==> src/rtl/gpu_mem_pkg.sv <==
// Shared definitions for the GPU memory-side copy engines.
// Latency: n/a (types, constants and a pure packing function).
// Backpressure: n/a.
package gpu_mem_pkg;

    localparam int VRAM_W_BITS = 10;
    localparam int VRAM_H_BITS = 9;
    localparam int BLOCK_PIX   = 16;
    localparam int ADR_BITS    = VRAM_H_BITS + VRAM_W_BITS - 4;

    // DDR-side command size codes
    localparam logic [1:0] SZ_32  = 2'd0;
    localparam logic [1:0] SZ_64  = 2'd1;
    localparam logic [1:0] SZ_256 = 2'd2;
    localparam logic [1:0] SZ_8   = 2'd3;

    typedef enum logic [2:0] {
        ST_IDLE,
        ST_FETCH,
        ST_PIX0,
        ST_PIX1,
        ST_FLUSH,
        ST_DONE
    } state_t;

    // 32-byte block address: row in the high bits, 16-pixel column block low
    function automatic logic [ADR_BITS-1:0] pack_adr(input logic [VRAM_H_BITS-1:0] y,
                                                     input logic [VRAM_W_BITS-5:0] xblk);
        return {y, xblk};
    endfunction

endpackage

==> src/rtl/gpu_mem_blockbuf.sv <==
// 16-lane pixel accumulator for one 32-byte VRAM block, with lane mask and block tag.
// Latency: a lane write is visible on data/mask/tag the cycle after wr.
// Backpressure: none; accept clears mask and tag valid, clr wipes everything.
// Ports: clk/rst_n; clr, wr, lane, pix, tag_in, accept in; data, mask, tag, tag_vld out.
module gpu_mem_blockbuf
    import gpu_mem_pkg::*;
(
    input  logic                        clk,
    input  logic                        rst_n,
    input  logic                        clr,
    input  logic                        wr,
    input  logic [3:0]                  lane,
    input  logic [15:0]                 pix,
    input  logic [ADR_BITS-1:0]         tag_in,
    input  logic                        accept,
    output logic [BLOCK_PIX*16-1:0]     data,
    output logic [BLOCK_PIX-1:0]        mask,
    output logic [ADR_BITS-1:0]         tag,
    output logic                        tag_vld
);

    always_ff @(posedge clk or negedge rst_n) begin
        if (!rst_n) begin
            data    <= '0;
            mask    <= '0;
            tag     <= '0;
            tag_vld <= 1'b0;
        end else if (clr) begin
            data    <= '0;
            mask    <= '0;
            tag     <= '0;
            tag_vld <= 1'b0;
        end else begin
            // Unmasked lanes keep stale data; the write mask hides them.
            if (accept) begin
                mask    <= '0;
                tag_vld <= 1'b0;
            end
            if (wr) begin
                data[{lane, 4'b0000} +: 16] <= pix;
                mask[lane]                  <= 1'b1;
                tag                         <= tag_in;
                tag_vld                     <= 1'b1;
            end
        end
    end

endmodule

==> src/rtl/gpu_mem_cpuvram.sv <==
// CPU->VRAM rectangle copy: pops pixel pairs, packs them into 32-byte blocks, issues masked 256-bit writes.
// Latency: 1 FETCH + 2 PIX cycles per word; a block write is issued when the block changes or the rectangle ends.
// Backpressure: i_busy holds FLUSH with request fields stable; empty input FIFO stalls in FETCH.
// Ports: i_clk, i_nrst; start/geometry (i_activate, RegX0/Y0, RegSizeW/H, i_forceMask);
//        FIFO (i_inFIFO_empty, i_pairPixelFromCPU, o_readFIFOIn); status (o_active, o_exitSig);
//        memory command (o_command, i_busy, o_commandSize, o_write, o_adr, o_subadr, o_writeMask, o_dataOut).
// Build option: GPU_CPUVRAM_FORCEMASK_EN enables OR-ing i_forceMask into pixel bit 15.
module gpu_mem_cpuvram
    import gpu_mem_pkg::*;
(
    input  logic                 i_clk,
    input  logic                 i_nrst,
    input  logic                 i_activate,
    input  logic signed [11:0]   RegX0,
    input  logic signed [11:0]   RegY0,
    input  logic [10:0]          RegSizeW,
    input  logic [9:0]           RegSizeH,
    input  logic                 i_forceMask,
    input  logic                 i_inFIFO_empty,
    input  logic [31:0]          i_pairPixelFromCPU,
    output logic                 o_readFIFOIn,
    output logic                 o_active,
    output logic                 o_exitSig,
    output logic                 o_command,
    input  logic                 i_busy,
    output logic [1:0]           o_commandSize,
    output logic                 o_write,
    output logic [14:0]          o_adr,
    output logic [2:0]           o_subadr,
    output logic [15:0]          o_writeMask,
    output logic [255:0]         o_dataOut
);

    state_t                  state, state_nxt;
    state_t                  ret_state, ret_nxt;
    logic [VRAM_W_BITS-1:0]  x0, w_m1, cnt_x;
    logic [VRAM_H_BITS-1:0]  y0, h_m1, cnt_y;
    logic [31:0]             word;

    logic [VRAM_W_BITS-1:0]  x_cur;
    logic [VRAM_H_BITS-1:0]  y_cur;
    logic [ADR_BITS-1:0]     cur_tag;
    logic [15:0]             pix_raw, pix_val;
    logic                    in_pix, conflict, pix_wr, last, accept, start, pop;

    logic [255:0]            buf_data;
    logic [15:0]             buf_mask;
    logic [ADR_BITS-1:0]     buf_tag;
    logic                    buf_tag_vld;

    // Only the low coordinate/size bits matter; the rest wrap away.
    logic unused_bits;
    assign unused_bits = ^{RegX0[11:10], RegY0[11:9], RegSizeW[10], RegSizeH[9]};

    assign x_cur    = x0 + cnt_x;
    assign y_cur    = y0 + cnt_y;
    assign cur_tag  = pack_adr(y_cur, x_cur[VRAM_W_BITS-1:4]);
    assign in_pix   = (state == ST_PIX0) || (state == ST_PIX1);
    assign conflict = buf_tag_vld && (buf_tag != cur_tag);
    assign pix_wr   = in_pix && !conflict;
    assign last     = (cnt_x == w_m1) && (cnt_y == h_m1);
    assign accept   = (state == ST_FLUSH) && !i_busy;
    // DONE also accepts a start so a back-to-back activate is not lost.
    assign start    = i_activate && ((state == ST_IDLE) || (state == ST_DONE));
    assign pop      = (state == ST_FETCH) && !i_inFIFO_empty;
    assign pix_raw  = (state == ST_PIX1) ? word[31:16] : word[15:0];

`ifdef GPU_CPUVRAM_FORCEMASK_EN
    assign pix_val = pix_raw | {i_forceMask, 15'd0};
`else
    logic unused_force;
    assign unused_force = i_forceMask;
    assign pix_val      = pix_raw;
`endif

    always_ff @(posedge i_clk or negedge i_nrst) begin
        if (!i_nrst) begin
            state     <= ST_IDLE;
            ret_state <= ST_IDLE;
            x0        <= '0;
            y0        <= '0;
            w_m1      <= '0;
            h_m1      <= '0;
            cnt_x     <= '0;
            cnt_y     <= '0;
            word      <= '0;
        end else begin
            state     <= state_nxt;
            ret_state <= ret_nxt;
            if (start) begin
                x0    <= RegX0[VRAM_W_BITS-1:0];
                y0    <= RegY0[VRAM_H_BITS-1:0];
                // size 0 wraps to the full 1024 / 512
                w_m1  <= RegSizeW[VRAM_W_BITS-1:0] - 10'd1;
                h_m1  <= RegSizeH[VRAM_H_BITS-1:0] - 9'd1;
                cnt_x <= '0;
                cnt_y <= '0;
            end else if (pix_wr) begin
                if (cnt_x == w_m1) begin
                    cnt_x <= '0;
                    cnt_y <= cnt_y + 9'd1;
                end else begin
                    cnt_x <= cnt_x + 10'd1;
                end
            end
            if (pop) begin
                word <= i_pairPixelFromCPU;
            end
        end
    end

    always_comb begin
        state_nxt = state;
        ret_nxt   = ret_state;
        case (state)
            ST_IDLE: begin
                if (start) state_nxt = ST_FETCH;
            end
            ST_FETCH: begin
                if (pop) state_nxt = ST_PIX0;
            end
            ST_PIX0, ST_PIX1: begin
                if (conflict) begin
                    // flush the old block, then retry this same pixel
                    state_nxt = ST_FLUSH;
                    ret_nxt   = state;
                end else if (last) begin
                    // an odd final pixel in PIX0 ends here; the upper half is dropped
                    state_nxt = ST_FLUSH;
                    ret_nxt   = ST_DONE;
                end else begin
                    state_nxt = (state == ST_PIX0) ? ST_PIX1 : ST_FETCH;
                end
            end
            ST_FLUSH: begin
                if (!i_busy) state_nxt = ret_state;
            end
            ST_DONE: begin
                state_nxt = start ? ST_FETCH : ST_IDLE;
            end
            default: state_nxt = ST_IDLE;
        endcase
    end

    gpu_mem_blockbuf u_blockbuf (
        .clk     (i_clk),
        .rst_n   (i_nrst),
        .clr     (start),
        .wr      (pix_wr),
        .lane    (x_cur[3:0]),
        .pix     (pix_val),
        .tag_in  (cur_tag),
        .accept  (accept),
        .data    (buf_data),
        .mask    (buf_mask),
        .tag     (buf_tag),
        .tag_vld (buf_tag_vld)
    );

    assign o_readFIFOIn  = pop;
    assign o_active      = (state != ST_IDLE) && (state != ST_DONE);
    assign o_exitSig     = (state == ST_DONE);
    assign o_command     = (state == ST_FLUSH);
    assign o_write       = o_command;
    assign o_commandSize = o_command ? SZ_256 : 2'd0;
    assign o_adr         = o_command ? buf_tag : '0;
    assign o_subadr      = 3'd0;
    assign o_writeMask   = o_command ? buf_mask : '0;
    assign o_dataOut     = o_command ? buf_data : '0;

endmodule

==> config.mk <==
export PLATFORM = sky130hd
export DESIGN_NAME = gpu_mem_cpuvram
export DESIGN_NICKNAME = d
export VERILOG_FILES = /design/src/rtl/gpu_mem_pkg.sv /design/src/rtl/gpu_mem_blockbuf.sv /design/src/rtl/gpu_mem_cpuvram.sv
export SDC_FILE = /design/constraint.sdc
export NUM_CORES = 1
export LEC_CHECK = 0
export BUFFER_PORTS_ARGS = -buffer_cell sky130_fd_sc_hd__buf_2
export CAP_MARGIN = 20
export CORE_MARGIN = 2
export CORE_UTILIZATION = 45
export CTS_BUF_LIST = sky130_fd_sc_hd__clkbuf_16
export CTS_CLUSTER_DIAMETER = 30
export DETAILED_ROUTE_END_ITERATION = 16
export PLACE_DENSITY = 0.74
export SLEW_MARGIN = 5
export SYNTH_ARGS = -nofsm -noshare
export SYNTH_HDL_FRONTEND = slang
export SYNTH_HIERARCHICAL = 1
export SYNTH_SLANG_ARGS = --single-unit
==> constraint.sdc <==
create_clock -name i_clk -period 6.3 [get_ports i_clk]
set_input_delay 0.63 -clock i_clk [delete_from_list [all_inputs] [get_ports i_clk]]
set_output_delay 0.63 -clock i_clk [all_outputs]
set_load 0.01 [all_outputs]
; Word level (Yosys, flattened, before mapping)
; Cells that the tools add are included.
[classes]
add_sub_neg = 7
bitwise = 1
eq_ne = 12
n_reduce_logical = 23
magnitude_cmp = 2
n_shift = 2
n_mux = 35
[ops]
columns = cell, count
row1 = 256-bit 2-to-1 mux, 3
row2 = 256-bit bitwise mux, 1
row3 = 16-bit by 10-bit variable shift with 256-bit output (first input constant), 1
row4 = 16-bit by 10-bit variable part select with 256-bit output, 1
row5 = 16-bit 2-to-1 mux, 6
row6 = 15-bit 2-to-1 mux, 3
row7 = 10-bit 2-to-1 mux, 3
row8 = 9-bit 2-to-1 mux, 3
row9 = 3-bit 2-to-1 mux, 7
row10 = 16-bit OR, 1
row11 = 15-bit != test, 1
row12 = 3-bit case mux with 5 select lines, 1
row13 = 10-bit by 1-bit adder with 10-bit output (second input constant), 1
row14 = 10-bit adder, 1
row15 = 10-bit == test, 1
row16 = 8-bit negation with 10-bit output, 1
row17 = 10-bit by 1-bit subtractor with 10-bit output (second input constant), 1
row18 = 9-bit by 1-bit adder with 9-bit output (second input constant), 1
row19 = 9-bit adder, 1
row20 = 9-bit == test, 1
row21 = 9-bit by 1-bit subtractor with 9-bit output (second input constant), 1
row22 = 1-bit logical AND, 8
row23 = 3-bit by 2-bit == test with 1-bit output (second input constant), 2
row24 = 3-bit == test (second input constant), 2
row25 = other kinds (16), 30
[word_totals]
word_cells = 95
register_bits = 383
input_bits = 83
output_inout_bits = 297

; Logic depth before layout (Yosys ltp)
[depth]
depth_word = 8
depth_mapped = 17
depth_no_buf = 14

; By module
; Netlist, hierarchy kept.
[by_module_without_submodules]
columns = module, n_inst, seq_area_each_um2, cells_each, area_each_um2
row1 = gpu_mem_blockbuf, 1, 7206.9, 856, 11532.3
row2 = gpu_mem_cpuvram, 1, 2377.3, 932, 7900.1

; Least setup slack after synthesis
; No wires, ideal clock.
[synth_path]
path_kind = flip-flop to flip-flop
from = reg cnt_x[0]
to = reg u_blockbuf.data[28]
path_stages_with_launch = 16
arrival_time_ns = 4.208
setup_ns = 0.066
path_slack_ns = 2.026
period_less_slack_ns = 4.274
required_ns = 6.234
path_buffers = 2
path_cell_list = dfrtp_1 ha_1 fa_1 a21o_1 a21o_1 a31oi_2 xnor3_1 or2_0 or4_1 buf_6 a21oi_4 nor2b_1 nand2_1 nor2_1 buf_2 a22o_1
[synth_between]
elab_chain_cells = 6
word_cells_on_any_way = 12
cone_classes = add/sub (2) / eq/ne (1) / shift (2) / mux (3) / reduce/logical (4)
[synth_rtl]
columns = item, line_no
row1 = from (decl), gpu_mem_cpuvram.sv:36  ; logic [VRAM_W_BITS-1:0] x0, w_m1, cnt_x;
row2 = from (signal assigned), gpu_mem_cpuvram.sv:103  ; cnt_x <= cnt_x + 10'd1;
row3 = 10-bit adder, gpu_mem_cpuvram.sv:55  ; assign x_cur = x0 + cnt_x;
row4 = 15-bit != test, gpu_mem_cpuvram.sv:59  ; assign conflict = buf_tag_vld && (buf_tag != cur_tag);
row5 = 1-bit logical AND, gpu_mem_cpuvram.sv:59
row6 = 1-bit logical NOT, gpu_mem_cpuvram.sv:60  ; assign pix_wr = in_pix && !conflict;
row7 = 1-bit logical AND, gpu_mem_cpuvram.sv:60
row8 = named net pix_wr, gpu_mem_cpuvram.sv:44  ; logic in_pix, conflict, pix_wr, last, accept, start, pop;
row9 = 2-bit nonzero test (no line), --
row10 = "to (signal, indexed assignment)", gpu_mem_blockbuf.sv:40  ; data[{lane, 4'b0000} +: 16] <= pix;
row11 = to (decl), gpu_mem_blockbuf.sv:16  ; output logic [BLOCK_PIX*16-1:0] data,
; The timed path passes the listed nets, and every way through them passes these cells. The select of a mux whose other input is x is not followed.
; A chain may end at the register's enable or synchronous reset.

; Worst setup path after layout
[layout_path]
from = reg cnt_y[0]
to = reg u_blockbuf.data[143]
[layout_between]
elab_chain_cells = 6
[layout_rtl]
columns = item, line_no
row1 = from (decl), gpu_mem_cpuvram.sv:37  ; logic [VRAM_H_BITS-1:0] y0, h_m1, cnt_y;
row2 = from (signal assigned), gpu_mem_cpuvram.sv:101  ; cnt_y <= cnt_y + 9'd1;
row3 = 9-bit adder, gpu_mem_cpuvram.sv:56  ; assign y_cur = y0 + cnt_y;
row4 = 15-bit != test, gpu_mem_cpuvram.sv:59
row5 = 1-bit logical AND, gpu_mem_cpuvram.sv:59
row6 = 1-bit logical NOT, gpu_mem_cpuvram.sv:60
row7 = 1-bit logical AND, gpu_mem_cpuvram.sv:60
row8 = named net pix_wr, gpu_mem_cpuvram.sv:44
row9 = 2-bit nonzero test (no line), --
; The timed path passes the listed nets, and every way through them passes these cells.

==> flow_summary_export.csv <==
group,metric,value,unit
sta,setup_viol,0,
clock_network,clkSinkCount,383,
floorplan,ios,380,
synth,synth_seq_cells,383,
global_route,overflow,0,
routing,dr.pass1.iters,6,
clock_network,cts_hold_buf,0,
routing,viasPerCell,5.60,
final_layout,multi_input_area,9010,µm²
floorplan,fp.dieH,212,µm
sta,max_freq,185,MHz
clock_network,htree_levels,3,
floorplan,start_util,0.453,
floorplan,die-area,44900,µm²
placed_design,hpwl,39300,µm
clock_network,clk_latency,0.60,ns
setup_path,crit_buf_inv,1,
synth,ys.flop_type,"dfrtp_1",
final_layout,layout-drive-gt1-share,0.287,
floorplan,core,42900,µm²
sta,final.min_clock_period,5.42,ns
global_route,antenna_found_initial,0,
final_layout,mostFrequentLayoutCell,"dfrtp_1",
global_route,grt_usage,0.261,
setup_path,cp_max_fo,16,
routing,routed-via-count,15500,
sta,clock_skew,0.0237,ns
clock_network,cts-root-buf,"clkbuf_16",
synth,avgSynthCellArea,10.9,µm²
sta,tightestPinTransition,1.04,ns
routing,wl,58800,µm
routing,drtIter0Drc,1323,
final_layout,antennaDiodeCount,0,
outcome,status,"completed",
routing,ant_nets,0,
setup_path,crit_type,"flip-flop to flip-flop",
final_layout,regArea,9580,µm²
worst_hold_path,hold_class,"primary input to async pin",
global_route,grt_pass1_vias,15300,
routing,drc,0,
sta,hold_violations,0,
synth,async_reset_ff_frac,1.00,
setup_path,arrival,5.94,ns
synth,synth_area,19400,µm²
clock_network,post_cts_buffers,0,
global_route,grt_max_degree,164,
setup_path,worst-r2r-cell-count,14,
floorplan,row_count,76,
setup_path,reg2reg_to,"u_blockbuf/data[143]",
synth,ys_warn_count,6,
sta,fin_setup_tns,0,ns
final_layout,mostFrequentLayoutCells,"dfrtp_1 (383), buf_2 (366), and2_1 (291)",
clock_network,tritoncts,"yes",
routing,wl_per_cell,21.3,µm
sta,drv_slew,0,
setup_path,cp.required,6.82,ns
setup_path,path_cells,"ha_1, inv_1, fa_1, nand2b_1, a211oi_1, o32a_1, a21oi_1, a311o_1, or4_1, a21oi_4, nor2b_1, nand2_4, nor4_4, a32o_1",
clock_network,clockBufferDepth,3,
final_layout,final_util,0.563,
clock_network,numCtsBuffers,80,
setup_path,critical_path.endpoint_type,"flip-flop",
sta,max-slew-margin-rel,0.304,
pwr,p_leak,12.3,nW
clock_network,clkTransAtPathRegs,0.05,ns
pwr,powerDensity,477,nW/µm²
setup_path,regToRegStartpoint,"cnt_y[0]",
setup_path,critPathLaunchType,"flip-flop",
placed_design,place_congestion,0.872,
final_layout,finalNetCount,2228,
pwr,p_total,11.5,mW
synth,yosysSeqAreaShare,0.493,
sta,hold_ws,0.134,ns
final_layout,fillers,3600,
global_route,grt_pass1_wl,89900,µm
synth,ys_types,101,
floorplan,die_w,212,µm
synth,synth-edff-count,0,
sta,post-route-period-util,0.860,
setup_path,critPathTopFamily,"simple AND/OR/NAND/NOR gates",
synth,netlist_instances,1788,
placed_design,port-buffer-count,367,
setup_path,crit_slowest_cell,"nor4_4",
sta,rsz0062_at_grt,"false",
pwr,ir_drop,0.266,mV
flow_run,drv_cap,0,
final_layout,synthToLayoutAreaGrowth,24.2,%
setup_path,rrSetupSlack,0.88,ns
setup_path,cp_slowest_stage_delay,0.87,ns
clock_network,cts_resized,0,
==> layer usage <==
metal	part of all wire	wire length [µm]	vias to the layer above	GRT usage
met5	0	0	-	0
met1	0.41	24400	7677	0.338
li1	-	-	6966	-
met4	0.037	2150	0	0.113
met3	0.074	4360	130	0.0512
met2	0.47	27900	712	0.428
==> sequential cells by signal, indices dropped and copies added (netlist names), 3 cells and up <==
signal	cells
cnt_y	9
u_blockbuf/mask	16
x0	10
u_blockbuf/tag	15
h_m1	9
cnt_x	10
word	32
u_blockbuf/data	256
y0	9
w_m1	10
state	3
ret_state	3
==> per-stage QoR <==
step | cell area (µm²) | setup slack, ns | cells
global placement | 21400 | 1.08 | 2619
global route | 24100 | 0.557 | 2765
finish | 24100 | 0.880 | 2765
floorplan | 19400 | 2.03 | 1791
detailed placement | 21400 | 0.988 | 2619
CTS | 24100 | 0.959 | 2765
==> power by group <==
group          switching (mW)  internal (mW)
clock                    1.40           2.78
combinational            2.74           1.25
sequential              0.367           2.98
total                    4.50           7.02
==> layout make-up <==
class / instances / area share
clock inverters: 64 / 0.0268
well taps: 585 / 0.0303
inverters: 23 / 0.00368
repair buffers: 388 / 0.0836
multi-input cells: 1240 / 0.374
flip-flops and latches: 383 / 0.397
clock buffers: 82 / 0.0850
==> worst reg2reg max path, cell delays in order, from the launching register on <==
cell	delay (ns)
dfrtp_1	0.49
ha_1	0.25
inv_1	0.07
fa_1	0.40
nand2b_1	0.20
a211oi_1	0.43
o32a_1	0.22
a21oi_1	0.06
a311o_1	0.30
or4_1	0.71
a21oi_4	0.61
nor2b_1	0.33
nand2_4	0.15
nor4_4	0.87
a32o_1	0.27
==> cell families after synthesis <==
logic type | after synthesis | share of synthesized area
muxes | 91 | 0.0502
buffers and inverters | 168 | 0.0449
xor gates and xnor gates | 72 | 0.0352
AOI/OAI and AO/OA | 395 | 0.168
DFF | 383 | 0.493
and+or+nand+nor | 649 | 0.189
other | 1 | 0.000193
adders and majority gates | 29 | 0.0194
==> how the worst max path moves through the flow <==
stage	startpoint	slack, ns	end	depth (start not counted)
final	cnt_y[0]	0.88	u_blockbuf/data[143]	14
after global routing	cnt_x[0]	0.56	u_blockbuf/data[133]	13
after CTS	cnt_y[0]	0.96	u_blockbuf/data[143]	14
after detailed placement	cnt_x[0]	0.99	u_blockbuf/data[143]	13
after global placement	cnt_x[0]	1.08	u_blockbuf/data[143]	13
after floorplan	cnt_x[0]	2.03	u_blockbuf/data[28]	15
==> Yosys cell counts (3+ instances only) <==
master     count  area share
a211oi_1       6      0.0023
a21o_1         5      0.0019
a21oi_1       36      0.0093
a21oi_4        6      0.0050
a22o_1       210       0.095
a31oi_1        3     0.00097
a31oi_2        6      0.0039
a32o_1        17      0.0088
and2_1       291       0.094
and2b_1        3      0.0012
and3_1        10      0.0032
buf_1         10      0.0019
buf_2         26      0.0067
buf_4         11      0.0042
buf_6         18       0.010
clkbuf_1      75       0.014
clkbuf_8       3      0.0021
dfrtp_1      383        0.49
ha_1          27       0.017
inv_1         23      0.0044
mux2_2        51       0.030
mux2i_1       40       0.021
nand2_1      151       0.029
nand2b_1      27      0.0087
nand3_1       14      0.0036
nand3b_1       8      0.0031
nand4_1        6      0.0019
nor2_1        63       0.012
nor2b_1       16      0.0052
nor3_1        12      0.0031
nor3b_1        3      0.0012
nor3b_4        3      0.0029
nor4_1         6      0.0019
o2111ai_1      4      0.0018
o211ai_1       5      0.0019
o21a_1         4      0.0015
o21ai_0       51       0.013
o2bb2ai_1      6      0.0027
o31ai_1        3      0.0012
o32ai_1        3      0.0014
or2_2          3     0.00097
xnor2_1       49       0.022
xor2_1        19      0.0086
No activity file was read; power rests on OpenSTA's default activity.
